File: config.mk
export PLATFORM = sky130hd
export DESIGN_NAME = pwm_tick_generator
export DESIGN_NICKNAME = d
export VERILOG_FILES = /design/src/rtl/pwm_tick_generator.sv
export SDC_FILE = /design/constraint.sdc
export NUM_CORES = 1
export LEC_CHECK = 0
export CELL_PAD_IN_SITES_DETAIL_PLACEMENT = 1
export CELL_PAD_IN_SITES_GLOBAL_PLACEMENT = 2
export CORE_AREA = 3 3 71 73
export DETAILED_ROUTE_END_ITERATION = 10
export DIE_AREA = 0 0 74 76
export PLACE_DENSITY = 0.84
export SYNTH_ARGS = -nofsm -noshare
export SYNTH_HDL_FRONTEND = slang
export SYNTH_SLANG_ARGS = --single-unit
File: constraint.sdc
create_clock -name clk -period 6.9 [get_ports clk]
set_input_delay 1.725 -clock clk [delete_from_list [all_inputs] [get_ports clk]]
set_output_delay 1.725 -clock clk [all_outputs]
set_load 0.03 [all_outputs]
File: src/rtl/pwm_tick_generator.sv
// PWM stage: counts rising edges of a divided clock level, produces a
// PERIOD-tick waveform; duty arrives over valid/ready, applied at boundaries.
// Ports: clk, reset (sync, active high), tick_in, enable, duty_in/duty_valid/
// duty_ready, pwm_out, period_start, duty_active, busy.
module pwm_tick_generator #(
  parameter int WIDTH      = 8,
  parameter int PERIOD     = 200,
  parameter int DUTY_RESET = 0
) (
  input  logic             clk,
  input  logic             reset,
  input  logic             tick_in,
  input  logic             enable,
  input  logic [WIDTH-1:0] duty_in,
  input  logic             duty_valid,
  output logic             duty_ready,
  output logic             pwm_out,
  output logic             period_start,
  output logic [WIDTH-1:0] duty_active,
  output logic             busy
);

  localparam logic [WIDTH-1:0] LAST = WIDTH'(PERIOD - 1);
  localparam logic [WIDTH-1:0] DRST = WIDTH'(DUTY_RESET);

  typedef enum logic [1:0] {
    IDLE  = 2'd0,
    RUN   = 2'd1,
    DRAIN = 2'd2
  } state_t;

  state_t           state_q, state_d;
  logic             tick_q_q;
  logic [WIDTH-1:0] counter_q, counter_d;
  logic [WIDTH-1:0] duty_q, duty_d;
  logic [WIDTH-1:0] pend_q, pend_d;
  logic             pfull_q, pfull_d;
  logic             pwm_q, pwm_d;
  logic             ps_q, ps_d;

  logic tick_rise;
  logic counting;
  logic boundary;
  logic entry;
  logic load;
  logic xfer;

  always_ff @(posedge clk) begin
    if (reset) begin
      state_q   <= IDLE;
      tick_q_q  <= 1'b0;
      counter_q <= '0;
      duty_q    <= DRST;
      pend_q    <= '0;
      pfull_q   <= 1'b0;
      pwm_q     <= 1'b0;
      ps_q      <= 1'b0;
    end else begin
      state_q   <= state_d;
      tick_q_q  <= tick_in;
      counter_q <= counter_d;
      duty_q    <= duty_d;
      pend_q    <= pend_d;
      pfull_q   <= pfull_d;
      pwm_q     <= pwm_d;
      ps_q      <= ps_d;
    end
  end

  // A level held high produces a single rise.
  assign tick_rise = tick_in & ~tick_q_q;
  assign counting  = (state_q != IDLE);
  assign boundary  = counting & tick_rise
                   & (counter_q == LAST);
  assign entry     = (state_q == IDLE) & enable;

  always_comb begin
    state_d = state_q;
    unique case (state_q)
      IDLE:    if (enable) state_d = RUN;
      RUN:     if (!enable) state_d = DRAIN;
      DRAIN: begin
        if (enable)        state_d = RUN;
        else if (boundary) state_d = IDLE;
      end
      default: state_d = IDLE;
    endcase
  end

  always_comb begin
    counter_d = counter_q;
    if (entry)
      counter_d = '0;
    else if (counting && tick_rise)
      counter_d = boundary ? '0 : counter_q + WIDTH'(1);

    // Loads use the slot state from before this edge, so a
    // transfer landing on a boundary waits for the next one.
    load    = (boundary | entry) & pfull_q;
    xfer    = duty_valid & ~pfull_q;
    duty_d  = load ? pend_q : duty_q;
    pend_d  = xfer ? duty_in : pend_q;
    pfull_d = xfer | (pfull_q & ~load);

    ps_d  = entry | (boundary & (state_q == RUN));
    // Next-state values keep pwm aligned with the counted tick.
    pwm_d = (state_d != IDLE) & (counter_d < duty_d);
  end

  assign duty_ready   = ~pfull_q;
  assign pwm_out      = pwm_q;
  assign period_start = ps_q;
  assign duty_active  = duty_q;
  assign busy         = (state_q != IDLE);

endmodule
==> key figures <==
Status
  • Status: finished, final reports clean

STA
  • Setup TNS Final: 0 ns
  • Fmax: 216 MHz
  • Final hold violations: 0
  • Setup ws final: 2.28 ns
  • Hold_ws: 0.462 ns
  • Least-Margin Pin Slew: 1.07 ns
  • Rel. slew slack: 28.6%
  • Max Transition Viols Final: 0
  • Final period util: 66.9%
  • Final min period: 4.62 ns
  • Clock skew: 0.00468 ns
  • # setup viols final: 0
  • Unrepaired setup endpoints after global routing: no

Placed design
  • Pre-CTS setup slack: 1.99 ns
  • GPL Wtd Cong: 0.721
  • Port bufs: 24
  • Post-DP HPWL: 2.67 mm

Worst setup path
  • Worst EP required: 7.09 ns
  • Max incr delay on CP: 0.66 ns
  • Worst setup SP type: primary input
  • Top delay family on crit path: compound AO/OA/AOI/OAI gates
  • Most frequent CP cell: a21oi_1
  • Critical Path Sink Type: flip-flop
  • Crit path max fanout: 21
  • CP arrival: 4.81 ns
  • Worst setup path class: primary input to flip-flop
  • Worst path cell trace: clkdlybuf4s50_1 > nand2b_1 > or3_4 > o21ai_2 > nand3_1 > and2_1 > ha_1 > a21oi_1 > a21oi_1 > nor3_1 > o311ai_1 > a311oi_1
  • Bufs and invs on worst path: 1
  • Critical-path top delay cell: o21ai_2

Route
  • Antenna viol nets, final: 0
  • Wire per inst: 14.0 µm
  • Drt initial violations: 77
  • DRT Pass-1 Iters: 4
  • Vias/cell: 5.19
  • Detailed-route via count: 1293
  • Remaining DRCs: 0
  • Drt total wl: 3.48 mm

Layout
  • Share of layout cells above drive strength 1: 6.09%
  • Final net count: 217
  • Area growth syn-to-layout: 26.9%
  • Fill count: 535
  • N_diodes: 0
  • Fin util: 40.8%

Run
  • Maxcap violations: 0

Clock network
  • Clk buf depth: 2
  • CTS tree: done
  • Skew-Pair Late Insertion Delay: 0.28 ns
  • CTS Root Buffer Type: clkbuf_8
  • CTS Sinks: 30
  • Gates resized, CTS repair: 0
  • CTS Buf Count: 5
  • CTS Hold Buffers Added: 0
  • H-tree level count: 2
  • CTS clk-pin slew, worst paths: 0.07 ns
  • Postcts setup bufs: 0

Yosys
  • Syn_nets: 193
  • Synth area leader: dfxtp_1
  • Synth top area cells: dfxtp_1 (42%), a21oi_1 (7.4%), ha_1 (7.0%)
  • Async SR Flop Fraction: 0%
  • Post-Syn Area: 1420 µm²
  • Most common cell in the netlist: dfxtp_1
  • Synth top area share: 42.3%
  • Post-synth EDFFs: 0
  • Yosys warning total: 0
  • #FFs+latches synth: 30
  • Post-Syn Area per Cell: 8.26 µm²
  • Post-synth top flop: dfxtp_1
  • Yosys cell types: 33
  • Commonest cells post-synth: dfxtp_1 (30), nand2_1 (22), a21oi_1 (21)
  • Register area share after synthesis: 42.3%
  • Gate Count Post-Synth: 172

Power and ir drop
  • Worst IR Drop VDD: 0.0968 mV
  • PnR Total Power: 0.000400 W
  • Leakage power: 0.648 nW
  • Power Density: 222 nW/µm²

Die
  • Initial Util: 32.2%
  • Die area: 5620 µm²
  • Chip width: 74 µm
  • Io pins: 25
  • Die H: 76 µm
  • Core ar.: 4410 µm²
  • Rows: 24

GRT
  • Number of global-route vias before repair: 1391
  • Initial antenna violation count: 0
  • Largest net degree at the start of global routing: 30
  • First-pass GRT wire length: 6.17 mm
  • Global route overflow: 0
  • Total track usage: 14.0%

Min path
  • HP Class: flip-flop to flip-flop
## flip-flops by register name (all words and copies together) (netlist names)
name,flops
counter_q,8
duty_active,8
pend_q,8
period_start,1
pfull_q,1
pwm_out,1
state_q,2
tick_q_q,1
## layout make-up
| class | instances | area [µm²] | share of cell area [%] |
|---|---|---|---|
| Timing Repair Buffer | 24 | 240 | 13.3 |
| Inverter | 2 | 7.51 | 0.417 |
| Tap cell | 52 | 65.1 | 3.61 |
| Multi-Input combinational cell | 133 | 779 | 43.3 |
| Clock buffer | 5 | 68.8 | 3.82 |
| Clock inverter | 3 | 40.0 | 2.22 |
| Sequential cell | 30 | 601 | 33.3 |
## cells by family after synthesis
kind of cell | share of synthesized area (%)
DFF | 42.3
buffers and inverters | 2.82
muxes | 1.41
adders and majority gates | 7.05
xor gates and xnor gates | 4.32
and+or+nand+nor | 27.0
AOI/OAI and AO/OA | 15.1
## power breakdown
part / leakage (nW) / total [W] / internal [W] / switching (W)
clock: 0.0579 / 0.000173 / 0.000106 / 0.0000666
sequential: 0.244 / 0.000184 / 0.000179 / 0.00000489
combinational: 0.346 / 0.0000430 / 0.0000176 / 0.0000253
total: 0.648 / 0.000400 / 0.000303 / 0.0000968
## routing by layer
metal / GRT usage [%] / routed length [µm] / vias up / share of wire, %
li1: - / - / 651 / -
met1: 16.4 / 1530 / 613 / 44
met2: 23.7 / 1760 / 23 / 51
met3: 3.96 / 135 / 6 / 3.9
met4: 5.07 / 51 / 0 / 1.5
met5: 0 / 0 / - / 0
## worst reg2reg max path, delay by kind of cell (launching register included)
kind	cells	cell delay (ns)
AOI/OAI and AO/OA	5	1.24
adders and majority gates	2	0.49
DFF	1	0.38
and+or+nand+nor	5	0.99
## through the flow
stage / instances / instance area [µm²]
final: 249 / 1800
after CTS: 249 / 1800
after floorplan: 172 / 1420
after global routing: 249 / 1800
after global placement: 241 / 1690
after detailed placement: 241 / 1690
## cells in the final DEF, fill, tap and decap left out, types with 2 or more instances in the layout
cell             instances
and3_1                   3
o21ai_0                  3
ha_1                     8
clkinv_2                 2
xnor2_1                  4
nor2b_1                  3
clkdlybuf4s50_1         24
xor2_1                   3
a21oi_1                 21
dfxtp_1                 30
clkbuf_8                 5
nand3_1                 12
a211oi_1                 2
and2_1                   9
nor3_1                  12
nor2_1                  10
mux2i_1                  2
nand2b_1                 2
nand2_1                 22
o21ai_1                  7
## final timing paths
| kind | cells after the start | slack, ns | from | endpoint |
|---|---|---|---|---|
| setup / recovery | 12 | 2.28 | tick_in | pwm_out |
| hold / removal | 2 | 0.46 | pend_q[1] | pend_q[1] |
| setup reg to reg | 12 | 3.72 | counter_q[0] | pwm_out |
| hold reg to reg | 2 | 0.46 | pend_q[1] | pend_q[1] |
Power figures use the tool's default switching activity.
